==> src/rtl/pf_vf_rtable_lookup.sv <==
// Per-packet PF/VF routing stage: resolves the destination port at SOP and holds it for the packet.
// Optional build macro PFVF_LOOKUP_DROP_MISS_EN: consume missed packets instead of forwarding them.
//
// state     | meaning
// ----------+----------------------------------------------------------
// ST_SOP    | next accepted beat is the first beat of a packet
// ST_IN_PKT | inside a packet; beats reuse the held port/miss
module pf_vf_rtable_lookup #(
  parameter int NUM_ENTRIES  = 4,
  parameter int NUM_PORTS    = 4,
  parameter int PF_WIDTH     = 3,
  parameter int VF_WIDTH     = 11,
  parameter int PORT_WIDTH   = 2,
  parameter int DATA_WIDTH   = 512,
  parameter int DEFAULT_PORT = 0
) (
  input  logic                              clk,
  input  logic                              rst,
  input  logic [NUM_ENTRIES*PF_WIDTH-1:0]   rtable_pf,
  input  logic [NUM_ENTRIES*VF_WIDTH-1:0]   rtable_vf,
  input  logic [NUM_ENTRIES-1:0]            rtable_vf_active,
  input  logic [NUM_ENTRIES*PORT_WIDTH-1:0] rtable_port,
  input  logic                              rx_tvalid,
  output logic                              rx_tready,
  input  logic [DATA_WIDTH-1:0]             rx_tdata,
  input  logic                              rx_tlast,
  input  logic [PF_WIDTH-1:0]               rx_pf,
  input  logic [VF_WIDTH-1:0]               rx_vf,
  input  logic                              rx_vf_active,
  output logic                              tx_tvalid,
  input  logic                              tx_tready,
  output logic [DATA_WIDTH-1:0]             tx_tdata,
  output logic                              tx_tlast,
  output logic [PORT_WIDTH-1:0]             tx_port,
  output logic                              tx_miss,
  output logic                              miss_pulse,
  output logic [15:0]                       miss_cnt
);

  typedef enum logic {ST_SOP, ST_IN_PKT} state_t;

  // An out-of-range default falls back to port 0 rather than naming a nonexistent port.
  localparam logic [PORT_WIDTH-1:0] DEF_PORT =
    PORT_WIDTH'((DEFAULT_PORT < NUM_PORTS) ? DEFAULT_PORT : 0);

  state_t                  state, state_nxt;
  logic                    accept;
  logic                    lkp_hit;
  logic [PORT_WIDTH-1:0]   lkp_port;
  logic [PORT_WIDTH-1:0]   held_port;
  logic                    held_miss;
  logic [PORT_WIDTH-1:0]   beat_port;
  logic                    beat_miss;
  logic                    beat_fwd;
  logic                    beat_miss_out;
  logic                    sop_miss;

  assign rx_tready = !tx_tvalid || tx_tready;
  assign accept    = rx_tvalid && rx_tready;

  // Descending scan so the lowest-index match is the last (winning) assignment.
  always_comb begin
    lkp_hit  = 1'b0;
    lkp_port = DEF_PORT;
    for (int i = NUM_ENTRIES - 1; i >= 0; i--) begin
      if ((rtable_pf[i*PF_WIDTH +: PF_WIDTH] == rx_pf) &&
          (rtable_vf_active[i] == rx_vf_active) &&
          (!rx_vf_active || (rtable_vf[i*VF_WIDTH +: VF_WIDTH] == rx_vf))) begin
        lkp_hit  = 1'b1;
        lkp_port = rtable_port[i*PORT_WIDTH +: PORT_WIDTH];
      end
    end
  end

  assign beat_port = (state == ST_SOP) ? lkp_port : held_port;
  assign beat_miss = (state == ST_SOP) ? !lkp_hit : held_miss;
  assign sop_miss  = accept && (state == ST_SOP) && !lkp_hit;

`ifdef PFVF_LOOKUP_DROP_MISS_EN
  assign beat_fwd      = !beat_miss;
  assign beat_miss_out = 1'b0;
`else
  assign beat_fwd      = 1'b1;
  assign beat_miss_out = beat_miss;
`endif

  always_comb begin
    state_nxt = state;
    if (accept) begin
      state_nxt = rx_tlast ? ST_SOP : ST_IN_PKT;
    end
  end

  always_ff @(posedge clk) begin
    if (rst) begin
      state <= ST_SOP;
    end else begin
      state <= state_nxt;
    end
  end

  always_ff @(posedge clk) begin
    if (rst) begin
      held_port <= DEF_PORT;
      held_miss <= 1'b0;
    end else if (accept && (state == ST_SOP)) begin
      held_port <= lkp_port;
      held_miss <= !lkp_hit;
    end
  end

  always_ff @(posedge clk) begin
    if (rst) begin
      tx_tvalid <= 1'b0;
      tx_tlast  <= 1'b0;
      tx_port   <= '0;
      tx_miss   <= 1'b0;
    end else if (accept) begin
      tx_tvalid <= beat_fwd;
      if (beat_fwd) begin
        tx_tlast <= rx_tlast;
        tx_port  <= beat_port;
        tx_miss  <= beat_miss_out;
      end
    end else if (tx_tready) begin
      tx_tvalid <= 1'b0;
    end
  end

  // Data path carries no reset; it is only observed while tx_tvalid is high.
  always_ff @(posedge clk) begin
    if (accept && beat_fwd) begin
      tx_tdata <= rx_tdata;
    end
  end

  always_ff @(posedge clk) begin
    if (rst) begin
      miss_pulse <= 1'b0;
      miss_cnt   <= '0;
    end else begin
      miss_pulse <= sop_miss;
      if (sop_miss && (miss_cnt != 16'hFFFF)) begin
        miss_cnt <= miss_cnt + 16'd1;
      end
    end
  end

endmodule
==> config.mk <==
export PLATFORM = sky130hd
export DESIGN_NAME = pf_vf_rtable_lookup
export DESIGN_NICKNAME = d
export VERILOG_FILES = /design/src/rtl/pf_vf_rtable_lookup.sv
export SDC_FILE = /design/constraint.sdc
export NUM_CORES = 1
export LEC_CHECK = 0
export BUFFER_PORTS_ARGS = -buffer_cell sky130_fd_sc_hd__buf_2
export CORE_AREA = 5 5 434 436
export CTS_BUF_LIST = sky130_fd_sc_hd__clkbuf_2 sky130_fd_sc_hd__clkbuf_4 sky130_fd_sc_hd__clkbuf_8
export DETAILED_ROUTE_END_ITERATION = 8
export DIE_AREA = 0 0 439 441
export PLACE_DENSITY = 0.3
export SYNTH_ARGS = -nofsm -noshare
export SYNTH_HDL_FRONTEND = slang
export SYNTH_SLANG_ARGS = --single-unit
export TNS_END_PERCENT = 50
==> constraint.sdc <==
create_clock -name clk -period 26.9 [get_ports clk]
set_input_delay 2.69 -clock clk [delete_from_list [all_inputs] [get_ports clk]]
set_output_delay 2.69 -clock clk [all_outputs]
set_load 0.1 [all_outputs]
Word-level counts from Yosys, hierarchy flattened --
Cells that the tools add are included.
Operators by class: $add $sub $neg 1, eq/ne operators 13, muxes and demuxes 13, bitwise operators 1, reductions and logical operators 21
Operator list (number):
- 11-bit == test | 4
- 16-bit by 1-bit adder with 16-bit output (second input constant) | 1
- 16-bit != test (second input constant) | 1
- 3-bit == test | 4
- 1-bit logical AND | 12
- 2-bit 2-to-1 mux | 5
- 1-bit 2-to-1 mux | 8
- 1-bit logical OR | 5
- 1-bit == test | 4
- 1-bit logical NOT | 3
- 2-bit nonzero test | 1
- 1-bit NOT | 1
Storage, ports and cells: register bits 538, input port bits 600, logic and storage cells 59

Longest topological paths before layout --
Gate-level depths: netlist of run 1.
word-level depth 10, mapped depth 9, mapped depth without buffers 7

Worst setup path before layout of run 1 --
Ideal clock, no wire load.
path kind input-to-reg, start point input port tx_tready, end point register tx_port[0], library setup time 0.072 ns, arrival 14.912 ns, slack 11.917 ns, stages on the path 6, buffers on the path 0, path through nand2b_1 nand2_1 inv_1 and3_1 a21oi_1 o21bai_1
Between the ends: cells in the longest elaborated chain, start to end 2
RTL lines:
- start, declared | line 31 | input logic tx_tready,
- 1-bit logical OR | line 58 | assign rx_tready = !tx_tvalid || tx_tready;
- 1-bit logical AND | line 59 | assign accept = rx_tvalid && rx_tready;
- via accept | line 47 | logic accept;
- end signal, assigned | line 122 | tx_port <= beat_port;
- end, declared | line 34 | output logic [PORT_WIDTH-1:0] tx_port,
The timed path passes the listed nets, and every way through them passes these cells. A chain may end at the register's enable or synchronous reset.

Final worst setup path of run 1 --
start point input port tx_tready, end point register tx_tdata[204] (enable)
Between the ends: cells in the longest elaborated chain, start to end 2
RTL lines:
- 1-bit logical OR | line 58
- 1-bit logical AND | line 59
- via accept | line 47
- end signal, assigned | line 133 | tx_tdata <= rx_tdata;
- end, declared | line 32 | output logic [DATA_WIDTH-1:0] tx_tdata,
The timed path passes the listed nets, and every way through them passes these cells.

==> results of run 1 <==
cell type report:
class | instances | area share (%)
sequential | 538 | 55.90
timing repair buffer | 1143 | 20.20
tap | 2480 | 10.91
clock buffer | 144 | 6.310
multi-input combinational | 199 | 5.038
clock inverter | 49 | 1.443
inverter | 6 | 0.1056
antenna | 11 | 0.09680
path summary, 6_finish.rpt:
path	cells past startpoint	end	slack, ps	from
setup reg to reg	6	tx_tdata[204]$_DFFE_PP_	22370	tx_tvalid$_SDFFE_PP0P_
setup / recovery	7	tx_tdata[204]$_DFFE_PP_	20650	tx_tready
hold reg to reg	2	tx_tlast$_SDFFE_PP0P_	460	tx_tlast$_SDFFE_PP0P_
hold / removal	2	tx_tlast$_SDFFE_PP0P_	460	tx_tlast$_SDFFE_PP0P_
state kept, by name, indices dropped and copies added, names as in the netlist:
signal	flops
tx_tvalid	1
tx_tlast	1
state	1
tx_miss	1
miss_cnt	16
held_port	2
tx_tdata	512
held_miss	1
miss_pulse	1
tx_port	2
logic make-up (layout without fill, tap and decap cells):
group / after synthesis / count (layout)
XOR/XNOR: 57 / 57
adder cells (fa/ha/maj): 1 / 1
AND/OR/NAND/NOR: 91 / 91
AO/OA/AOI/OAI: 41 / 41
other: 0 / 11
buffers and inverters: 14 / 1342
multiplexers: 9 / 9
flip-flops: 538 / 538
power breakdown:
group | internal, W | leakage, nW | total, W | switching [W]
logic | 0.0000672 | 5.11 | 0.000496 | 0.000429
clock network | 0.000491 | 1.15 | 0.000892 | 0.000402
registers | 0.000976 | 5.16 | 0.000999 | 0.0000226
total | 0.00153 | 11.4 | 0.00239 | 0.000853
cells in the mapped netlist, types with 3 or more instances:
cell	n
edfxtp_1	512
xor2_1	37
dfxtp_1	26
nor2_1	21
xnor2_1	20
a21oi_1	14
nand2_1	11
nand4_1	10
and3_1	9
nor2b_1	9
mux2_1	8
inv_1	6
nand3_1	6
nor4_1	6
a31oi_1	5
clkbuf_1	5
a31o_1	4
nand2b_1	4
nor3_1	3
o31ai_1	3
worst max-delay path, stage by stage:
cell	delay [ps]
buf_2	70
nand2b_1	130
nand2_1	310
inv_8	630
buf_4	920
buf_4	810
buf_4	780
per-layer routing:
metal  global-route usage (%)  vias to the layer above
met3                    5.083                      302
met1                    13.00                     6356
met5                        0                        -
met4                    3.748                       10
li1                         -                     5482
met2                    20.51                      829
placed cells by master, fill, tap and decap left out, drive strengths merged, types with 3 or more instances in the layout:
cell type / instances
bufinv: 6
and3: 9
nor2: 21
edfxtp: 512
clkinvlp: 4
a31o: 4
o31ai: 3
nand2: 11
a21oi: 15
xnor2: 20
nand2b: 4
nand3: 6
nor2b: 9
a31oi: 5
nor4: 6
dfxtp: 26
buf: 1143
diode: 11
nand4: 10
inv: 9
mux2: 8
clkbuf: 144
nor3: 4
clkinv: 36
xor2: 37
metrics by stage:
step	util [%]	setup slack, ps	cells
2_1_floorplan	-	11920	751
3_3_place_gp	14.22	19760	4366
3_5_place_dp	14.22	19760	4366
4_1_cts	15.42	20730	4559
5_1_grt	15.43	20490	4566
6_report	15.43	20650	4570
==> summary.md, run 1 <==
| Metric | Value |
|---|---|
| Skew final | `68.67 ps` |
| EDFF count, synth | `512` |
| Primary FF master, synth | `edfxtp_1` |
| Synth Area in XOR/XNOR | `2.871%` |
| Fraction of registers with async set/reset | `0%` |
| Synth area leader | `edfxtp_1` |
| H-tree depth | `3` |
| DP Area | `26200 sq um` |
| Tcrit/Tclk final | `23.23%` |
| Nature of the critical path endpoint | `flip-flop` |
| VDD IR max | `0.00003618 V` |
| Final Max Slew Viols | `0` |
| Final #Nets | `2596` |
| CTS Root Cell | `clkbuf_8` |
| First-pass GRT wire length | `146500 microns` |
| Clock Tree Buf Depth | `3` |
| Post-CTS setup buffer count | `0` |
| Sink Count | `538` |
| GRT Total Usage | `11.81%` |
| Pleak | `11.42 nW` |
| Port Buffers | `1134` |
| Critical path data required time | `27320 ps` |
| Die height | `441 microns` |
| Via Count | `12980` |
| WL met1 | `44400 microns` |
| Crit path DAT | `6670 ps` |
| Met2 wire length | `60470 microns` |
| Area occupied by registers | `15900 sq um` |
| Vias/cell | `2.840` |
| Ranking of synthesized cells by area | `edfxtp_1, dfxtp_1, xor2_1, xnor2_1, mux2_1` |
| PostCTS Resize Cnt | `0` |
| Syn nets | `1352` |
| Synthesis Warnings | `0` |
| Final setup violation count | `0` |
| Simple-gate area share of the yosys netlist | `2.871%` |
| Power per cell area | `83.95 nW/um^2` |
| Least-Margin Pin Slew | `1073 ps` |
| Syn Area/Cell | `23.16 sq um` |
| Post-route cell area | `28440 sq um` |
| Final setup TNS | `0 ps` |
| Ports | `1135` |
| Clk_lat worst skew | `820 ps` |
| Cts bufs inserted | `107` |
| Largest family of logic cells by synthesized area | `simple AND/OR/NAND/NOR gates` |
| Number of global-route vias before repair | `13220` |
| Clk pin slew, worst setup/hold paths | `60 ps` |
| DRC violations left | `0` |
| Hpwl dp | `103300 microns` |
| Post-route ant nets | `0` |
| Core area | `184200 sq um` |
| Met3 WL post-DR | `12010 microns` |
| Number of synthesized register bits | `538` |
| Area delta synth->final | `63.52%` |
| Die area | `193600 sq um` |
| Outcome | `completed` |
| Hold Fails Final Rpt | `0` |
| Placer Congestion | `0.8884` |
| DR pass1 iterations | `4` |
| Pwr Total | `0.002387 W` |
| Hold crit path type | `flip-flop to flip-flop` |
| GR Overflow Total | `0` |
| Final Critical Period | `6250 ps` |
| WS Path Type | `input pin to flip-flop` |
| Highest Clock Rate | `0.1600 GHz` |
| Area of the multi-input gates | `1433 sq um` |
| Synth Area in Adders | `0.07195%` |
| Top cell type's share of synthesized area | `88.41%` |
| Rel. slew slack | `28.48%` |
| Die X | `439 microns` |
| Highest Signal Layer | `met5` |
| Routed WL | `121200 microns` |
| Post-DR wirelength/cell | `26.52 microns` |
| Seq/Total Area, Yosys | `91.40%` |
| Largest net degree at the start of global routing | `91` |
| Layout cells sized above 1 | `63.59%` |
| Crit Path Max Fanout | `90` |
| Iteration-0 DRC Markers | `612` |
| Post-Syn Area | `17390 sq um` |
| Mapped Cells | `751` |
| Critical Path Source Type | `input pin` |
| Max cap viols | `0` |
| CTS Hold Bufs | `0` |
| WHS | `455.8 ps` |
| Post-synthesis mux area share | `0.5756%` |
| # fillers | `20660` |
| TritonCTS clock tree | `yes` |
| Initial Util | `9.439%` |
| Post-synth cell types | `41` |
| FP Rows | `158` |
| Initial antenna violation count | `109` |
| RSZ-0062 raised after global routing | `no` |
| Complex-gate fraction of the synthesized area | `1.849%` |
No activity file was read; power rests on OpenSTA's default activity.
==> run 2, diff against run 1 <==
--- a/config.mk
+++ b/config.mk
@@ -5,11 +5,12 @@
 export SDC_FILE = /design/constraint.sdc
 export NUM_CORES = 1
 export LEC_CHECK = 0
+export ABC_AREA = 1
 export BUFFER_PORTS_ARGS = -buffer_cell sky130_fd_sc_hd__buf_2
-export CORE_AREA = 5 5 434 436
+export CORE_AREA = 5 5 440 442
 export CTS_BUF_LIST = sky130_fd_sc_hd__clkbuf_2 sky130_fd_sc_hd__clkbuf_4 sky130_fd_sc_hd__clkbuf_8
 export DETAILED_ROUTE_END_ITERATION = 8
-export DIE_AREA = 0 0 439 441
+export DIE_AREA = 0 0 445 447
 export PLACE_DENSITY = 0.3
 export SYNTH_ARGS = -nofsm -noshare
 export SYNTH_HDL_FRONTEND = slang
==> constraint.sdc (replaced) <==
create_clock -name clk -period 5.4 [get_ports clk]
set_input_delay 0.54 -clock clk [delete_from_list [all_inputs] [get_ports clk]]
set_output_delay 0.54 -clock clk [all_outputs]
set_load 0.1 [all_outputs]
==> run 2 against run 1 <==
  * Hold slack got worse by 280 ps
  * Clock-buffer cell count fell by 4
  * Non-clock buffer count rose by 510
  * Global-route usage fell by 0.37 points
  * Via count rose by 16%
  * Area after synthesis rose by 2.7%
  * Sequential share of layout area fell by 9.1 points
  * Clock skew fell by 5.8 ps
  * Critical endpoint is now tx_tdata[307]$_DFFE_PP_
  * Highest routed layer is now met4
==> summary.md, run 2 <==
| Metric | Value |
|---|---|
| First-pass GRT wire length | `150600 microns` |
| Largest net degree at the start of global routing | `171` |
| Final #Nets | `3247` |
| # fillers | `20980` |
| Initial Util | `9.439%` |
| Largest register by flop count | `tx_tdata` |
| Worst R2R End | `tx_tdata[307]$_DFFE_PP_` |
| Number of synthesized register bits | `538` |
| Iteration-0 DRC Markers | `726` |
| Clk pin slew, worst setup/hold paths | `60 ps` |
| Placed cells | `4538` |
| Pleak | `13.80 nW` |
| Hold crit path type | `input pin to flip-flop` |
| Largest registers | `tx_tdata x512, miss_cnt x16` |
| Most frequent cells in the layout | `buf_2, dlygate4sd3_1, edfxtp_1` |
| Post-DR wirelength/cell | `23.00 microns` |
| Crit Path Max Fanout | `170` |
| WS Path Type | `flip-flop to flip-flop` |
| H-tree depth | `3` |
| Sink Count | `538` |
| Most common cell after layout, fill and taps aside | `buf_2` |
| Tcrit/Tclk final | `51.16%` |
| Primary FF master, synth | `edfxtp_1` |
| EDFF count, synth | `512` |
| Critical Path Source Type | `flip-flop` |
| Die X | `445 microns` |
| Least-Margin Pin Slew | `1327 ps` |
| Top cell type's share of synthesized area | `86.10%` |
| VDD IR max | `0.0001885 V` |
| Register-to-Register Path Depth | `5` |
| Post-Syn Area | `17860 sq um` |
| Routed WL | `120700 microns` |
| GRT Total Usage | `11.44%` |
| Mapped Cells | `896` |
| Syn nets | `1497` |
| Initial antenna violation count | `50` |
| Layout cells sized above 1 | `49.94%` |
| Rel. slew slack | `11.53%` |
| WHS | `174.5 ps` |
| Ports | `1135` |
| TritonCTS clock tree | `yes` |
| Die area | `198900 sq um` |
| Most common cell in the netlist | `edfxtp_1` |
| Worst Setup SP | `tx_tvalid$_SDFFE_PP0P_` |
| Non-filler cells, final | `5247` |
| Place WS | `2198 ps` |
| CTS Root Cell | `clkbuf_8` |
| FP Rows | `160` |
| CP endpoint | `tx_tdata[307]$_DFFE_PP_` |
| Seq/Total Area, Yosys | `89.01%` |
| Vias/cell | `2.861` |
| Hpwl dp | `100200 microns` |
| Placer Congestion | `0.7970` |
| Clock Tree Buf Depth | `3` |
| Final Critical Period | `2763 ps` |
| Die height | `447 microns` |
| FF-to-FF Start | `tx_tvalid$_SDFFE_PP0P_` |
| Setup WS post-layout | `2637 ps` |
| Worst R2R Setup Slack | `2640 ps` |
| Cts bufs inserted | `104` |
| Area delta synth->final | `90.24%` |
| Core area | `189200 sq um` |
| Synthesis Warnings | `0` |
| Power per cell area | `354.5 nW/um^2` |
| Final setup violation count | `0` |
| Number of global-route vias before repair | `16080` |
| Clk_lat worst skew | `840 ps` |
| DRC violations left | `0` |
| Final core occ | `17.96%` |
| Nature of the critical path endpoint | `flip-flop` |
| Largest register FFs | `512` |
| Post-synth cell types | `36` |
| Outcome | `completed` |
| Critical path data required time | `5800 ps` |
| Highest Clock Rate | `0.3620 GHz` |
| PostCTS Resize Cnt | `0` |
| GR Overflow Total | `0` |
| Via Count | `15010` |
| Hold Fails Final Rpt | `0` |
| DR pass1 iterations | `5` |
| Final Max Slew Viols | `0` |
| Synth top cells by count | `edfxtp_1, nand2_1, inv_1` |
| Max cap viols | `0` |
| Crit path DAT | `3160 ps` |
| Skew final | `62.86 ps` |
| RSZ-0062 raised after global routing | `no` |
| Post-route ant nets | `0` |
| Synth area leader | `edfxtp_1` |
| Fraction of registers with async set/reset | `0%` |
| Port Buffers | `1134` |
| Syn Area/Cell | `19.93 sq um` |
| Ranking of synthesized cells by area | `edfxtp_1, dfxtp_1, nand2_1, xnor2_1, xor2_1` |
run 2: cells by family after synthesis:
| logic type | after synthesis | synth area share (%) |
|---|---|---|
| AOI/OAI and AO/OA | 31 | 1.030 |
| adders and majority gates | 1 | 0.07006 |
| buffers and inverters | 62 | 1.542 |
| and+or+nand+nor | 214 | 5.893 |
| DFF | 538 | 89.01 |
| xor gates and xnor gates | 50 | 2.452 |
run 2: metal layers:
metal  global-route usage (%)  routed length [microns]
met5                        0                        0
met4                    2.949                     3038
met3                    5.513                    12360
met2                    21.04                    63360
met1                    11.57                    41940
run 2: worst min path at each step:
stage,start,end,cells after the start
final,rx_tvalid,tx_tvalid$_SDFFE_PP0P_,3
after global routing,rx_tvalid,tx_tvalid$_SDFFE_PP0P_,3
after CTS,tx_tready,tx_tvalid$_SDFFE_PP0P_,4
after detailed placement,held_miss$_SDFFE_PP0P_,held_miss$_SDFFE_PP0P_,2
after global placement,held_miss$_SDFFE_PP0P_,held_miss$_SDFFE_PP0P_,2
after floorplan,held_miss$_SDFFE_PP0P_,held_miss$_SDFFE_PP0P_,2
run 2: what timing repair did:
action                                 4_1_cts  5_1_grt
endpoints found under the hold margin      514        0
setup buffers                                0        0
hold buffers                               513        0
run 2: per-stage QoR:
| step | TNS (ps) | power [W] | instance area (sq um) |
|---|---|---|---|
| floorplan | -1886540 | 0.006958 | 17890 |
| global placement | 0 | 0.007637 | 26720 |
| detailed placement | 0 | 0.007628 | 26720 |
| CTS | 0 | 0.01235 | 33930 |
| global route | 0 | 0.01257 | 33950 |
| finish | 0 | 0.01204 | 33970 |
run 2: area by class of cell:
class / count / area (sq um) / share of cell area (%)
antenna: 17 / 42.54 / 0.1252
clock buffer: 140 / 1708 / 5.027
clock inverter: 39 / 367.9 / 1.083
inverter: 53 / 209.0 / 0.6151
multi-input combinational: 296 / 1710 / 5.035
sequential: 538 / 15900 / 46.80
tap: 2511 / 3142 / 9.248
timing repair buffer: 1653 / 10890 / 32.07
run 2: critical path, cell delays in order, from the launching register on:
cell	delay [ps]
dfxtp_4	360
nand2_8	70
nand2_4	80
clkinvlp_4	270
buf_12	380
buf_12	510
run 2: where the power goes:
| group | switching [W] | internal [W] |
|---|---|---|
| clock | 0.00194 | 0.00226 |
| sequential | 0.000110 | 0.00487 |
| combinational | 0.00227 | 0.000592 |
| total | 0.00432 | 0.00772 |
==> run 3, diff against run 2 <==
--- a/config.mk
+++ b/config.mk
@@ -5,12 +5,12 @@
 export SDC_FILE = /design/constraint.sdc
 export NUM_CORES = 1
 export LEC_CHECK = 0
-export ABC_AREA = 1
+export ABC_AREA = 0
 export BUFFER_PORTS_ARGS = -buffer_cell sky130_fd_sc_hd__buf_2
-export CORE_AREA = 5 5 440 442
+export CORE_AREA = 5 5 434 436
 export CTS_BUF_LIST = sky130_fd_sc_hd__clkbuf_2 sky130_fd_sc_hd__clkbuf_4 sky130_fd_sc_hd__clkbuf_8
 export DETAILED_ROUTE_END_ITERATION = 8
-export DIE_AREA = 0 0 445 447
+export DIE_AREA = 0 0 439 441
 export PLACE_DENSITY = 0.3
 export SYNTH_ARGS = -nofsm -noshare
 export SYNTH_HDL_FRONTEND = slang
==> constraint.sdc (replaced) <==
create_clock -name clk -period 2.6 [get_ports clk]
set_input_delay 0.26 -clock clk [delete_from_list [all_inputs] [get_ports clk]]
set_output_delay 0.26 -clock clk [all_outputs]
set_load 0.1 [all_outputs]
==> run 3 against run 2 <==
  * Routed wire length is 6.8% higher
  * Largest cell class unchanged
  * Clock skew down 11 ps
  * Worst setup slack got worse by 2500 ps
  * Maximum frequency is 14% higher
  * Cell count rose by 0.21%
  * Highest routed layer is now met5
  * Critical path type unchanged
==> summary.md, run 3 (synthesis gave the netlist of run 1 again) <==
| Metric | Value |
|---|---|
| H-tree depth | `3` |
| Clk pin slew, worst setup/hold paths | `60 ps` |
| Post-DR wirelength/cell | `24.51 microns` |
| Sink Count | `538` |
| Max cap viols | `0` |
| Clock Tree Buf Depth | `3` |
| Worst R2R Setup Slack | `190 ps` |
| Die X | `439 microns` |
| Die area | `193600 sq um` |
| First-pass GRT wire length | `159900 microns` |
| FP Rows | `158` |
| Via Count | `15320` |
| TritonCTS clock tree | `yes` |
| DP Area | `26700 sq um` |
| Die height | `441 microns` |
| WS Path Type | `flip-flop to flip-flop` |
| Initial antenna violation count | `80` |
| Final Max Slew Viols | `0` |
| Final Critical Period | `2413 ps` |
| Crit Path Max Fanout | `13` |
| Largest register by flop count | `tx_tdata` |
| Layout cells sized above 1 | `50.00%` |
| Nature of the critical path endpoint | `flip-flop` |
| Rel. slew slack | `48.47%` |
| FF-to-FF Start | `tx_tvalid$_SDFFE_PP0P_` |
| Largest net degree at the start of global routing | `92` |
| Tcrit/Tclk final | `92.81%` |
| GR Overflow Total | `0` |
| Post-route cell area | `35060 sq um` |
| Port Buffers | `1134` |
| Largest registers | `tx_tdata x512, miss_cnt x16` |
| Iteration-0 DRC Markers | `558` |
| Routed WL | `128900 microns` |
| Hpwl dp | `108100 microns` |
| Skew final | `52.24 ps` |
| Register-to-Register Path Depth | `8` |
| Least-Margin Pin Slew | `767.0 ps` |
| Clk_lat worst skew | `840 ps` |
| Ports | `1135` |
| Cts bufs inserted | `110` |
| CP endpoint | `miss_cnt[1]$_SDFFE_PP0P_` |
| Hold crit path type | `input pin to flip-flop` |
| Highest Clock Rate | `0.4144 GHz` |
| Hold Fails Final Rpt | `0` |
| Most common cell after layout, fill and taps aside | `buf_2` |
| RSZ-0062 raised after global routing | `no` |
| Area delta synth->final | `101.6%` |
| Vias/cell | `2.913` |
| Outcome | `completed` |
| Critical path data required time | `3250 ps` |
| Post-route ant nets | `0` |
| VDD IR max | `0.0003165 V` |
| Worst R2R End | `miss_cnt[1]$_SDFFE_PP0P_` |
| Number of global-route vias before repair | `16600` |
| Core area | `184200 sq um` |
| Final #Nets | `3272` |
| Worst Setup SP | `tx_tvalid$_SDFFE_PP0P_` |
| Initial Util | `9.439%` |
| DR pass1 iterations | `6` |
| Power per cell area | `720.1 nW/um^2` |
| GRT Total Usage | `12.62%` |
| DRC violations left | `0` |
| Final setup TNS | `0 ps` |
| CTS Root Cell | `clkbuf_8` |
| Crit path DAT | `3060 ps` |
| Most frequent cells in the layout | `buf_2, dlygate4sd3_1, edfxtp_1` |
| Largest register FFs | `512` |
| Placer Congestion | `0.8560` |
| Pleak | `14.28 nW` |
| Final setup violation count | `0` |
| Critical Path Source Type | `flip-flop` |
run 3: cell types whose count changed in the layout (fill, tap and decap cells not counted), moves of 10 or more:
cell           previous run  this run
xor2_1                   20        37
nand3_1                  21         6
dlygate4sd3_1           513       619
xnor2_1                  30        20
clkinv_1                 14        28
buf_4                     3        57
inv_2                    10         0
nand2_1                 109        10
inv_1                    38         5
run 3: layout make-up:
type | instances | area, sq um
fillers | 20360 | 149200
flip-flops and latches | 538 | 15900
repair buffers | 1816 | 12420
well taps | 2480 | 3103
clock buffers | 145 | 1783
multi-input cells | 199 | 1454
clock inverters | 50 | 316.6
diodes | 24 | 60.06
inverters | 6 | 26.28
run 3: worst max-delay path: stages, from the launching register on:
cell	delay [ps]
dfxtp_4	350
nand2b_4	80
nand2_4	60
nor2_1	340
o221ai_1	300
nor3_4	600
buf_4	260
mux2i_1	180
nor2_1	50
run 3: power by group:
| group | switching, W | total (W) | internal (W) |
|---|---|---|---|
| registers | 0.000203 | 0.0103 | 0.0101 |
| clock network | 0.00420 | 0.00886 | 0.00466 |
| logic | 0.00471 | 0.00609 | 0.00137 |
run 3: routing by layer:
metal | vias to the layer above | routed length [microns] | track usage (%)
met2 | 769 | 62340 | 21.12
li1 | 6850 | - | -
met1 | 7447 | 46270 | 13.39
met3 | 246 | 15830 | 6.885
met5 | - | 23 | 0
met4 | 4 | 4421 | 4.610
run 3: metrics by stage:
stage	util [%]	setup WS [ps]	hold slack (ps)	power [W]	cells
floorplan	-	-6526	358.9	0.01427	751
global placement	14.49	-365.2	428.4	0.01580	4420
detailed placement	14.49	-393.2	437.9	0.01578	4420
CTS	19.00	123.2	0.1146	0.02598	5234
global route	19.01	21.86	36.42	0.02650	5242
finish	19.03	186.9	158.0	0.02525	5258
run 3: worst min path at each step:
stage,slack [ps],to,depth (start not counted),startpoint
floorplan,360,tx_tdata[0]$_DFFE_PP_,0,rx_tdata[0]
global placement,430,held_port[0]$_SDFFE_PP0P_,1,held_port[0]$_SDFFE_PP0P_
detailed placement,440,held_port[0]$_SDFFE_PP0P_,1,held_port[0]$_SDFFE_PP0P_
CTS,0.1,tx_tdata[374]$_DFFE_PP_,2,rx_tdata[374]
global route,40,tx_tdata[289]$_DFFE_PP_,2,rx_tdata[289]
finish,160,tx_tdata[115]$_DFFE_PP_,2,rx_tdata[115]
run 3: what timing repair did:
item / 4_1_cts / 5_1_grt
endpoints found under the setup margin: 14 / 0
buffers inserted: 0 / 0
endpoints found under the hold margin: 534 / 0
resized for setup: 1 / 0
hold buffers: 619 / 0
